===== config.mk =====
export PLATFORM = sky130hd
export DESIGN_NAME = watchdog_controller_flat
export DESIGN_NICKNAME = d
export VERILOG_FILES = /design/src/rtl/watchdog_controller_pkg.sv /design/src/rtl/watchdog_controller_if.sv /design/src/rtl/watchdog_controller_window_timer.sv /design/src/rtl/watchdog_controller.sv /design/src/flat_wrapper.sv
export SDC_FILE = /design/constraint.sdc
export NUM_CORES = 1
export LEC_CHECK = 0
export BUFFER_PORTS_ARGS = -buffer_cell sky130_fd_sc_hd__buf_4
export CAP_MARGIN = 20
export CORE_MARGIN = 1
export CORE_UTILIZATION = 55
export DETAILED_ROUTE_END_ITERATION = 7
export GPL_ROUTABILITY_DRIVEN = 0
export PLACE_DENSITY = 0.84
export SETUP_SLACK_MARGIN = 0.2
export SLEW_MARGIN = 10
export SYNTH_ARGS = -nofsm -noshare
export SYNTH_HDL_FRONTEND = slang
export SYNTH_SLANG_ARGS = --single-unit

===== constraint.sdc =====
create_clock -name clk -period 5.52 [get_ports clk]
set_input_delay 0.276 -clock clk [delete_from_list [all_inputs] [get_ports clk]]
set_output_delay 0.276 -clock clk [all_outputs]
set_load 0.01 [all_outputs]

===== src/rtl/watchdog_controller_pkg.sv =====
// Shared definitions for the windowed watchdog: state encodings and state width.
package watchdog_controller_pkg;

  localparam int unsigned STATE_W = 3;

  typedef logic [STATE_W-1:0] wdt_state_t;

  localparam wdt_state_t StIdle   = 3'd0;
  localparam wdt_state_t StClosed = 3'd1;
  localparam wdt_state_t StOpen   = 3'd2;
  localparam wdt_state_t StFault  = 3'd3;

endpackage


===== src/rtl/watchdog_controller_if.sv =====
// Host-side bundle of the watchdog: enable/service/configuration in, status out.
interface watchdog_controller_if
  import watchdog_controller_pkg::*;
#(
  parameter int unsigned CNT_W  = 16,
  parameter int unsigned FAIL_W = 4
) ();

  logic               en;
  logic               service;
  logic [CNT_W-1:0]   cwlen;
  logic [CNT_W-1:0]   swlen;
  logic [FAIL_W-1:0]  maxfail;
  logic               swstat;
  logic               early;
  logic               late;
  logic [FAIL_W-1:0]  failcnt;
  logic               fault;
  logic               wdrst;
  logic [STATE_W-1:0] state;

  modport master (
    output en, service, cwlen, swlen, maxfail,
    input  swstat, early, late, failcnt, fault, wdrst, state
  );

  modport slave (
    input  en, service, cwlen, swlen, maxfail,
    output swstat, early, late, failcnt, fault, wdrst, state
  );

endinterface


===== src/rtl/watchdog_controller_window_timer.sv =====
// Loadable window down-counter; a zero length loads as a one-cycle window.
module watchdog_controller_window_timer #(
  parameter int unsigned CNT_W = 16
) (
  input  logic             clk,
  input  logic             rst_n,
  input  logic             load,
  input  logic [CNT_W-1:0] len,
  input  logic             dec,
  output logic             done
);

  logic [CNT_W-1:0] count_q, count_d;

  always_comb begin
    count_d = count_q;
    if (load) begin
      count_d = (len == '0) ? '0 : len - CNT_W'(1);
    end else if (dec && (count_q != '0)) begin
      count_d = count_q - CNT_W'(1);
    end
  end

  always_ff @(posedge clk or negedge rst_n) begin
    if (!rst_n) count_q <= '0;
    else        count_q <= count_d;
  end

  assign done = (count_q == '0);

endmodule


===== src/rtl/watchdog_controller.sv =====
// Windowed watchdog sequencer: closed/open windows, service classification, fail count, fault.
// Optional: define WDT_FAIL_DECAY_EN to let each good service decrement the fail count.
module watchdog_controller
  import watchdog_controller_pkg::*;
#(
  parameter int unsigned CNT_W     = 16,
  parameter int unsigned FAIL_W    = 4,
  parameter int unsigned RST_PULSE = 8
) (
  input logic                  clk,
  input logic                  init_n,
  watchdog_controller_if.slave wdt
);

  localparam int unsigned PW = (RST_PULSE > 1) ? $clog2(RST_PULSE) : 1;

  wdt_state_t        state_q, state_d;
  logic              service_q, svc;
  logic [FAIL_W-1:0] failcnt_q, failcnt_d, fail_inc, maxfail_q, maxfail_d, fail_limit;
  logic              early_q, early_d, late_q, late_d;
  logic              wdrst_q, wdrst_d, swstat_q, fault_q;
  logic [PW-1:0]     pulse_q, pulse_d;
  logic              load, dec, done, over;
  logic [CNT_W-1:0]  load_len;

  assign svc        = wdt.service & ~service_q;
  assign fail_inc   = (failcnt_q == '1) ? failcnt_q : failcnt_q + FAIL_W'(1);
  assign fail_limit = (maxfail_q == '0) ? FAIL_W'(1) : maxfail_q;
  assign over       = (fail_inc >= fail_limit);

  watchdog_controller_window_timer #(
    .CNT_W (CNT_W)
  ) u_timer (
    .clk   (clk),
    .rst_n (init_n),
    .load  (load),
    .len   (load_len),
    .dec   (dec),
    .done  (done)
  );

  always_comb begin
    state_d   = state_q;
    failcnt_d = failcnt_q;
    maxfail_d = maxfail_q;
    early_d   = 1'b0;
    late_d    = 1'b0;
    wdrst_d   = wdrst_q;
    pulse_d   = pulse_q;
    load      = 1'b0;
    load_len  = wdt.cwlen;
    dec       = 1'b0;
    unique case (state_q)
      StIdle: begin
        if (wdt.en) begin
          state_d = StClosed;
          load    = 1'b1;
        end
      end
      StClosed: begin
        if (!wdt.en) begin
          state_d = StIdle;
        end else if (svc) begin
          early_d   = 1'b1;
          failcnt_d = fail_inc;
          if (over) state_d = StFault;
          else      load    = 1'b1;
        end else if (done) begin
          state_d  = StOpen;
          load     = 1'b1;
          load_len = wdt.swlen;
        end else begin
          dec = 1'b1;
        end
      end
      StOpen: begin
        if (!wdt.en) begin
          state_d = StIdle;
        end else if (svc) begin
          state_d = StClosed;
          load    = 1'b1;
`ifdef WDT_FAIL_DECAY_EN
          if (failcnt_q != '0) failcnt_d = failcnt_q - FAIL_W'(1);
`endif
        end else if (done) begin
          late_d    = 1'b1;
          failcnt_d = fail_inc;
          if (over) begin
            state_d = StFault;
          end else begin
            state_d = StClosed;
            load    = 1'b1;
          end
        end else begin
          dec = 1'b1;
        end
      end
      StFault: begin
        if (pulse_q != '0) pulse_d = pulse_q - PW'(1);
        else               wdrst_d = 1'b0;
      end
      default: state_d = StIdle;
    endcase
    if (load) maxfail_d = wdt.maxfail;
    // WDRST is already high in the first FAULT cycle, so the remaining count is RST_PULSE-1.
    if ((state_d == StFault) && (state_q != StFault)) begin
      wdrst_d = 1'b1;
      pulse_d = PW'(RST_PULSE - 1);
    end
  end

  always_ff @(posedge clk or negedge init_n) begin
    if (!init_n) begin
      state_q   <= StIdle;
      service_q <= 1'b0;
      failcnt_q <= '0;
      maxfail_q <= '0;
      early_q   <= 1'b0;
      late_q    <= 1'b0;
      wdrst_q   <= 1'b0;
      pulse_q   <= '0;
      swstat_q  <= 1'b0;
      fault_q   <= 1'b0;
    end else begin
      state_q   <= state_d;
      service_q <= wdt.service;
      failcnt_q <= failcnt_d;
      maxfail_q <= maxfail_d;
      early_q   <= early_d;
      late_q    <= late_d;
      wdrst_q   <= wdrst_d;
      pulse_q   <= pulse_d;
      swstat_q  <= (state_d == StOpen);
      fault_q   <= (state_d == StFault);
    end
  end

  assign wdt.state   = state_q;
  assign wdt.swstat  = swstat_q;
  assign wdt.early   = early_q;
  assign wdt.late    = late_q;
  assign wdt.failcnt = failcnt_q;
  assign wdt.fault   = fault_q;
  assign wdt.wdrst   = wdrst_q;

endmodule


===== src/flat_wrapper.sv =====
// flat-port wrapper written by rule: the top's interface ports become plain ports
module watchdog_controller_flat import watchdog_controller_pkg::*;
#(
  parameter int unsigned CNT_W     = 16,
  parameter int unsigned FAIL_W    = 4,
  parameter int unsigned RST_PULSE = 8
)
  (clk, init_n, wdt_en, wdt_service, wdt_cwlen, wdt_swlen, wdt_maxfail, wdt_swstat, wdt_early, wdt_late, wdt_failcnt, wdt_fault, wdt_wdrst, wdt_state);
  watchdog_controller_if #(.CNT_W(CNT_W), .FAIL_W(FAIL_W)) wdt_i ();
  input logic clk;
  input logic init_n;
  input wire logic [$bits(wdt_i.en)-1:0] wdt_en;
  input wire logic [$bits(wdt_i.service)-1:0] wdt_service;
  input wire logic [$bits(wdt_i.cwlen)-1:0] wdt_cwlen;
  input wire logic [$bits(wdt_i.swlen)-1:0] wdt_swlen;
  input wire logic [$bits(wdt_i.maxfail)-1:0] wdt_maxfail;
  output wire logic [$bits(wdt_i.swstat)-1:0] wdt_swstat;
  output wire logic [$bits(wdt_i.early)-1:0] wdt_early;
  output wire logic [$bits(wdt_i.late)-1:0] wdt_late;
  output wire logic [$bits(wdt_i.failcnt)-1:0] wdt_failcnt;
  output wire logic [$bits(wdt_i.fault)-1:0] wdt_fault;
  output wire logic [$bits(wdt_i.wdrst)-1:0] wdt_wdrst;
  output wire logic [$bits(wdt_i.state)-1:0] wdt_state;
  assign wdt_i.en = wdt_en;
  assign wdt_i.service = wdt_service;
  assign wdt_i.cwlen = wdt_cwlen;
  assign wdt_i.swlen = wdt_swlen;
  assign wdt_i.maxfail = wdt_maxfail;
  assign wdt_swstat = wdt_i.swstat;
  assign wdt_early = wdt_i.early;
  assign wdt_late = wdt_i.late;
  assign wdt_failcnt = wdt_i.failcnt;
  assign wdt_fault = wdt_i.fault;
  assign wdt_wdrst = wdt_i.wdrst;
  assign wdt_state = wdt_i.state;
  watchdog_controller #(.CNT_W(CNT_W), .FAIL_W(FAIL_W), .RST_PULSE(RST_PULSE)) u_core (.clk(clk), .init_n(init_n), .wdt(wdt_i));
endmodule

==> reports/metrics.cfg, run 1 <==
[hold_path]
hp-class = input pin to flip-flop
min_from = wdt_service

[floorplan]
start_util_pct = 58.0
dieHeight_um = 73.1
fp-row-count = 25
io-pin-count = 52
core-area_sq_um = 4790
dieArea_sq_um = 5340
die_x_um = 73.1

[setup_path]
worstPathArrival_ns = 3.84
worstPathRequired_ns = 5.72
crit_start = u_core.u_timer.count_q[0]
endpoint_kind = flip-flop
rr_startpoint = u_core.u_timer.count_q[0]
crit_fanout = 9
path_class = flip-flop to flip-flop
setup.worst_path.start_class = flip-flop

[routing]
wirelength_um = 6110
drc = 0
vias = 2513
drt_first_pass_iters = 4
drtIter0Drc = 117
routed_via_density = 5.70
wire_per_inst_um = 13.9
ant_nets = 0

[clocking]
root_buffer = clkbuf_8
numCtsBuffers = 5
cts_max_level = 2
path_clk_slew_ns = 0.07
clock_path_buffers = 2
clk_latency_ns = 0.29
cts_resized = 0
cts_tree = done
clock-sinks = 36

[pwr]
p_switching_mw = 0.294
internal_power_mw = 0.571
power_density_nw_per_um2 = 261
p_seq_share_pct = 44.0
swShare_pct = 34.0
leakagePower_nw = 1.36
ir_worst_vdd_mv = 0.139
clkPwrFrac_pct = 22.9
power_frac_comb_pct = 33.2

[sta]
hold_viol_final = 0
fmax_mhz = 275
rsz0062_at_grt = false
setup_viol = 0
worst_hold_slack_ns = 0.110
finalMaxSlewViolations = 0
period_needed_ns = 3.64
fin_skew_ns = 0.00475
setup_tns_ns = 0
layout_worst_path_cycle_share_pct = 65.9
slew_headroom_pct = 52.5
tightest_slew_ns = 0.706

[yosys]
synth_edf_count = 0
muxShareOfSynthArea_pct = 4.55
avgSynthCellArea_sq_um = 8.60
yosys_warnings = 0
synth_area_sq_um = 2780
synth_top_flop_cell = dfrtp_1
synth_compound_area_share_pct = 14.5
async_reset_ff_share_pct = 100
synth_top_family_by_area = simple AND/OR/NAND/NOR gates
netlist_instances = 323
yosys_register_bits = 36
syn_nets = 373
synth_fa_ha_area_share_pct = 4.50
yosysSeqAreaShare_pct = 32.4
synthDistinctLibCells = 57
synthSimpleGateAreaFrac_pct = 30.3
synth-xor-area-share_pct = 10.4

[grt]
grt_overflow = 0
grt_pass1_vias = 2320
grt_antenna_before_repair = 0
grt_pass1_wl_um = 10300
grt_max_degree = 37
grtUsageTotal_pct = 25.0

[finish]
syn_to_final_growth_pct = 19.3
final_cells = 441
num-fill-cells = 393
final_cell_mix = buf_4 (52), dfrtp_1 (36), nor2_1 (33)
final_common_cell = buf_4
diodes = 0
fin_nets = 424
drive_gt1_share_pct = 21.4

[placement]
hpwlAfterDp_um = 4830
port_buffers = 51
dp.cells = 433

[outcome]
status = complete, no violations

[job]
drv_cap = 0

-- cell usage after synthesis (4+ instances only) --
master | n | share of area, %
nand2_1 | 30 | 4.1
nor2b_1 | 6 | 1.4
nor2_1 | 33 | 4.5
inv_1 | 12 | 1.6
ha_1 | 10 | 4.5
nand3_1 | 20 | 3.6
or4_1 | 5 | 1.4
nand2b_1 | 5 | 1.1
clkbuf_1 | 6 | 0.81
nor3_1 | 17 | 3.1
xor2_1 | 18 | 5.7
o22ai_1 | 6 | 1.4
nor4_1 | 7 | 1.6
mux2_2 | 5 | 2.0
dfrtp_1 | 36 | 32
o21ai_0 | 14 | 2.5
mux2i_1 | 7 | 2.5
or3_1 | 4 | 0.90
o32ai_1 | 4 | 1.3
a21oi_1 | 5 | 0.90
nand3b_1 | 5 | 1.4
xnor2_1 | 15 | 4.7
-- kinds of logic after synthesis --
family          after synthesis
flops                        36
mux                          12
other cells                   1
simple gates                155
compound gates               55
buf+inv                      21
fa+ha+maj                    10
xor+xnor                     33
-- stage by stage --
stage          total power, mW  instance area [sq um]  setup WS, ns  utilization, %
3_3_place_gp             0.654                   3210          2.02            67.0
5_1_grt                  0.919                   3310          1.66            69.3
4_1_cts                  0.867                   3310          1.90            69.3
6_report                 0.865                   3310          1.88            69.3
3_5_place_dp             0.667                   3210          1.95            67.0
2_1_floorplan            0.567                   2780          2.52               -
-- power groups by stage --
stage / logic [mW] / clock network, mW / registers, mW
6_report: 0.287 / 0.198 / 0.380
5_1_grt: 0.321 / 0.210 / 0.388
4_1_cts: 0.287 / 0.200 / 0.380
3_5_place_dp: 0.282 / 0 / 0.384
3_3_place_gp: 0.275 / 0 / 0.379
2_1_floorplan: 0.192 / 0 / 0.376
-- registers in the layout (all words and copies together) (netlist names) --
register                cells
u_core.wdt.state            3
u_core.wdt.failcnt          4
u_core.wdt.early            1
u_core.wdt.wdrst            1
u_core.wdt.late             1
u_core.pulse_q              3
u_core.wdt.swstat           1
u_core.wdt.fault            1
u_core.u_timer.count_q     16
u_core.maxfail_q            4
u_core.service_q            1
-- metal layers --
layer	GRT usage (%)	vias up	wire length, um
met5	0	-	0
met4	7.84	0	106
met3	3.73	12	270
met2	45.1	82	3030
met1	30.4	1140	2700
li1	-	1279	-
-- critical path: stages (launching register included) --
cell and delay, ns:
dfrtp_1 0.41, inv_1 0.10, ha_1 0.27, nor3b_1 0.28, nand4_2 0.30, nor2_1 0.47
mux2i_1 0.36, ha_1 0.37, and2_1 0.28, nor3b_1 0.25, xor2_1 0.19, o21ai_0 0.11
o22ai_1 0.17
-- worst paths after layout --
kind	to	slack, ns	cells after the start
setup reg to reg	u_core.u_timer.count_q[10]	1.88	12
hold / removal	u_core.service_q	0.11	1
setup / recovery	u_core.u_timer.count_q[10]	1.88	12
max in group asynchronous	u_core.u_timer.count_q[8]	4.72	2
min in group asynchronous	u_core.pulse_q[2]	0.48	2
hold reg to reg	u_core.maxfail_q[0]	0.51	1
-- layout make-up --
cell class | count | area [sq um] | area share, %
multi-input cells | 266 | 1790 | 53.9
flip-flops and latches | 36 | 901 | 27.2
repair buffers | 53 | 400 | 12.1
clock buffers | 7 | 96.3 | 2.91
well taps | 67 | 83.8 | 2.53
inverters | 12 | 45.0 | 1.36
-- timing repair --
action                     CTS  global route
hold buffers                 1             0
setup buffers                0             0
hold endpoints to repair    36             0
setup endpoints to repair    0             0
Note: power is estimated with default switching activity, not from simulation.
==> run 2, diff against run 1 <==
--- a/config.mk
+++ b/config.mk
@@ -5,13 +5,14 @@
 export SDC_FILE = /design/constraint.sdc
 export NUM_CORES = 1
 export LEC_CHECK = 0
+export ABC_AREA = 1
 export BUFFER_PORTS_ARGS = -buffer_cell sky130_fd_sc_hd__buf_4
 export CAP_MARGIN = 20
 export CORE_MARGIN = 1
-export CORE_UTILIZATION = 55
+export CORE_UTILIZATION = 52
 export DETAILED_ROUTE_END_ITERATION = 7
 export GPL_ROUTABILITY_DRIVEN = 0
-export PLACE_DENSITY = 0.84
+export PLACE_DENSITY = 0.82
 export SETUP_SLACK_MARGIN = 0.2
 export SLEW_MARGIN = 10
 export SYNTH_ARGS = -nofsm -noshare
==> constraint.sdc (replaced) <==
create_clock -name clk -period 3.3 [get_ports clk]
set_input_delay 0.165 -clock clk [delete_from_list [all_inputs] [get_ports clk]]
set_output_delay 0.165 -clock clk [all_outputs]
set_load 0.01 [all_outputs]
==> run 2 against run 1 <==
Net effect:
- clock power is 93% higher
- area after synthesis increased by 16%
- flip-flop and latch count unchanged
- final area increased by 16%
- core utilization down 4.6 points
- clock skew grew 0.0045 ns
- non-clock buffer count increased by 9
- synthesized cell count grew 52%
- register-to-register slack worse by 1.6 ns
- hold slack got worse by 0.025 ns
- via count is 29% higher
- highest routed layer unchanged
==> reports/metrics.cfg, run 2 <==
[outcome]
status = complete, no violations

[grt]
grtUsageTotal_pct = 26.0
grt_max_degree = 37
grt_antenna_before_repair = 0
grt_overflow = 0
grt_pass1_wl_um = 13300
grt_pass1_vias = 3016

[finish]
largest-register = u_core.u_timer.count_q
drive_gt1_share_pct = 20.7
fin_nets = 601
largest_register_ffs = 16
final_cell_mix = nand2_1 (140), inv_1 (70), buf_4 (60)
syn_to_final_growth_pct = 19.2
final_common_cell = nand2_1
diodes = 0

[pwr]
internal_power_mw = 1.02
ir_worst_vdd_mv = 0.317
clkPwrFrac_pct = 23.0
swShare_pct = 38.3
p_seq_share_pct = 39.7
power_density_nw_per_um2 = 431
leakagePower_nw = 2.10
p_switching_mw = 0.636
power_frac_comb_pct = 37.3

[yosys]
synthDistinctLibCells = 37
avgSynthCellArea_sq_um = 6.58
synth_top_area_share_pct = 27.9
synth_top_flop_cell = dfrtp_1
yosys_register_bits = 36
yosysSeqAreaShare_pct = 27.9
yosys-top-cells-area = dfrtp_1 (28%), nand2_1 (16%), inv_1 (8.1%)
yosys_warnings = 0
async_reset_ff_share_pct = 100
synth.most_common_cell = nand2_1
netlist_instances = 491
synth_common_cells = nand2_1 (140), inv_1 (70), nor2_1 (56), nand3_1 (37), dfrtp_1 (36)
syn_nets = 541
synth_largest_area_cell = dfrtp_1
synth_area_sq_um = 3230
synth_edf_count = 0

[routing]
drt_first_pass_iters = 5
wirelength_um = 7930
ant_nets = 0
wire_per_inst_um = 12.7
drc = 0
vias = 3251
routed_via_density = 5.19
drtIter0Drc = 232

[floorplan]
dieHeight_um = 80.9
start_util_pct = 54.3
dieArea_sq_um = 6540
core-area_sq_um = 5960
fp-row-count = 28
die_x_um = 80.9
io-pin-count = 52

[sta]
setup_viol = 0
period_needed_ns = 2.99
layout_worst_path_cycle_share_pct = 90.6
worst_hold_slack_ns = 0.0855
fin_skew_ns = 0.00922
setup_tns_ns = 0
rsz0062_at_grt = true
hold_viol_final = 0
fmax_mhz = 334
finalMaxSlewViolations = 0

[placement]
hpwlAfterDp_um = 6170
port_buffers = 51

[setup_path]
setup.worst_path.start_class = flip-flop
path_class = flip-flop to flip-flop
endpoint_kind = flip-flop
rr_startpoint = u_core.wdt.failcnt[0]
r2r-end = u_core.u_timer.count_q[6]
crit_fanout = 17
crit_start = u_core.wdt.failcnt[0]
ff2ff_setup_slack_ns = 0.31
worstPathArrival_ns = 3.20
reg2reg_depth = 16
worstPathRequired_ns = 3.50

[hold_path]
min_to = u_core.maxfail_q[0]
hold_depth = 3
min_from = wdt_maxfail[0]
hp-class = input pin to flip-flop

[clocking]
path_clk_slew_ns = 0.08
clk_latency_ns = 0.29
clock-sinks = 36
cts_max_level = 2
root_buffer = clkbuf_8
cts_tree = done
numCtsBuffers = 5
clock_path_buffers = 2

[job]
drv_cap = 0

[run 2: changes by cell type after synthesis, sizes merged, moves of 11 or more]
cell / previous run / this run
nor2: 33 / 74
xnor2: 15 / 4
inv: 12 / 72
o21ai: 15 / 40
nand2: 31 / 152
a21oi: 5 / 23
nand3: 20 / 40
[run 2: worst max path at each step]
stage                     slack, ns  depth (start not counted)                    endpoint
after floorplan                0.59                         17  u_core.u_timer.count_q[13]
after global placement         0.42                         15  u_core.u_timer.count_q[11]
after detailed placement       0.21                         16   u_core.u_timer.count_q[1]
after CTS                      0.22                         15   u_core.u_timer.count_q[2]
after global routing           0.16                         18   u_core.u_timer.count_q[6]
final                          0.31                         16   u_core.u_timer.count_q[6]
[run 2: per-stage QoR]
| stage | cell area [sq um] | utilization (%) | power, mW | instances | setup slack, ns |
|---|---|---|---|---|---|
| floorplan | 3230 | - | 1.06 | 491 | 0.593 |
| global placement | 3660 | 61.5 | 1.22 | 610 | 0.421 |
| detailed placement | 3660 | 61.5 | 1.26 | 610 | 0.211 |
| CTS | 3790 | 63.7 | 1.64 | 620 | 0.218 |
| global route | 3850 | 64.7 | 1.78 | 627 | 0.163 |
| finish | 3850 | 64.7 | 1.66 | 627 | 0.309 |
[run 2: what timing repair did]
action / 4_1_cts / 5_1_grt
setup buffers: 0 / 7
hold endpoints to repair: 37 / 0
gates resized for setup: 1 / 3
hold buffers: 2 / 0
endpoints found under the setup margin: 2 / 16
pin swaps: 1 / 2
[run 2: cell type report]
| type | count | area [sq um] |
|---|---|---|
| flip-flops and latches | 36 | 902 |
| clock buffers | 6 | 72.6 |
| fillers | 537 | 2100 |
| well taps | 75 | 93.8 |
| multi-input cells | 374 | 2010 |
| repair buffers | 62 | 470 |
| inverters | 72 | 273 |
| clock inverters | 2 | 35.0 |
[run 2: power groups by stage]
stage	Combinational (mW)	Sequential (mW)	Clock, mW
floorplan	0.413	0.642	0
global placement	0.570	0.651	0
detailed placement	0.600	0.658	0
CTS	0.607	0.651	0.386
global route	0.699	0.668	0.409
finish	0.620	0.658	0.382
[run 2: kinds of logic (layout without fill, tap and decap cells)]
logic type	Yosys count	after routing	share of synthesized area (%)
adder cells (fa/ha/maj)	10	10	3.87
buffers and inverters	81	142	10.4
flip-flops	36	36	27.9
other	1	1	0.116
XOR/XNOR	15	15	4.06
AO/OA/AOI/OAI	66	66	11.7
AND/OR/NAND/NOR	282	282	42.0
[run 2: worst max-delay path, stage by stage (launching register included)]
cell and delay (ns):
dfrtp_2 0.45, ha_1 0.23, nand2_1 0.08, inv_1 0.06
nor3_1 0.25, a21oi_1 0.13, ha_1 0.31, a21oi_1 0.14
o21ai_0 0.13, o21ai_2 0.14, nand2_1 0.10, o21ai_4 0.22
inv_4 0.13, nor2_8 0.17, buf_4 0.15, nand2_1 0.06
a21oi_1 0.15
[run 2: layer usage]
layer,vias to the layer above,global-route usage [%],wire [um]
met1,1463,35.7,3750
met2,112,41.6,3660
met3,14,3.15,382
met5,-,0,0
li1,1662,-,-
met4,0,9.82,143
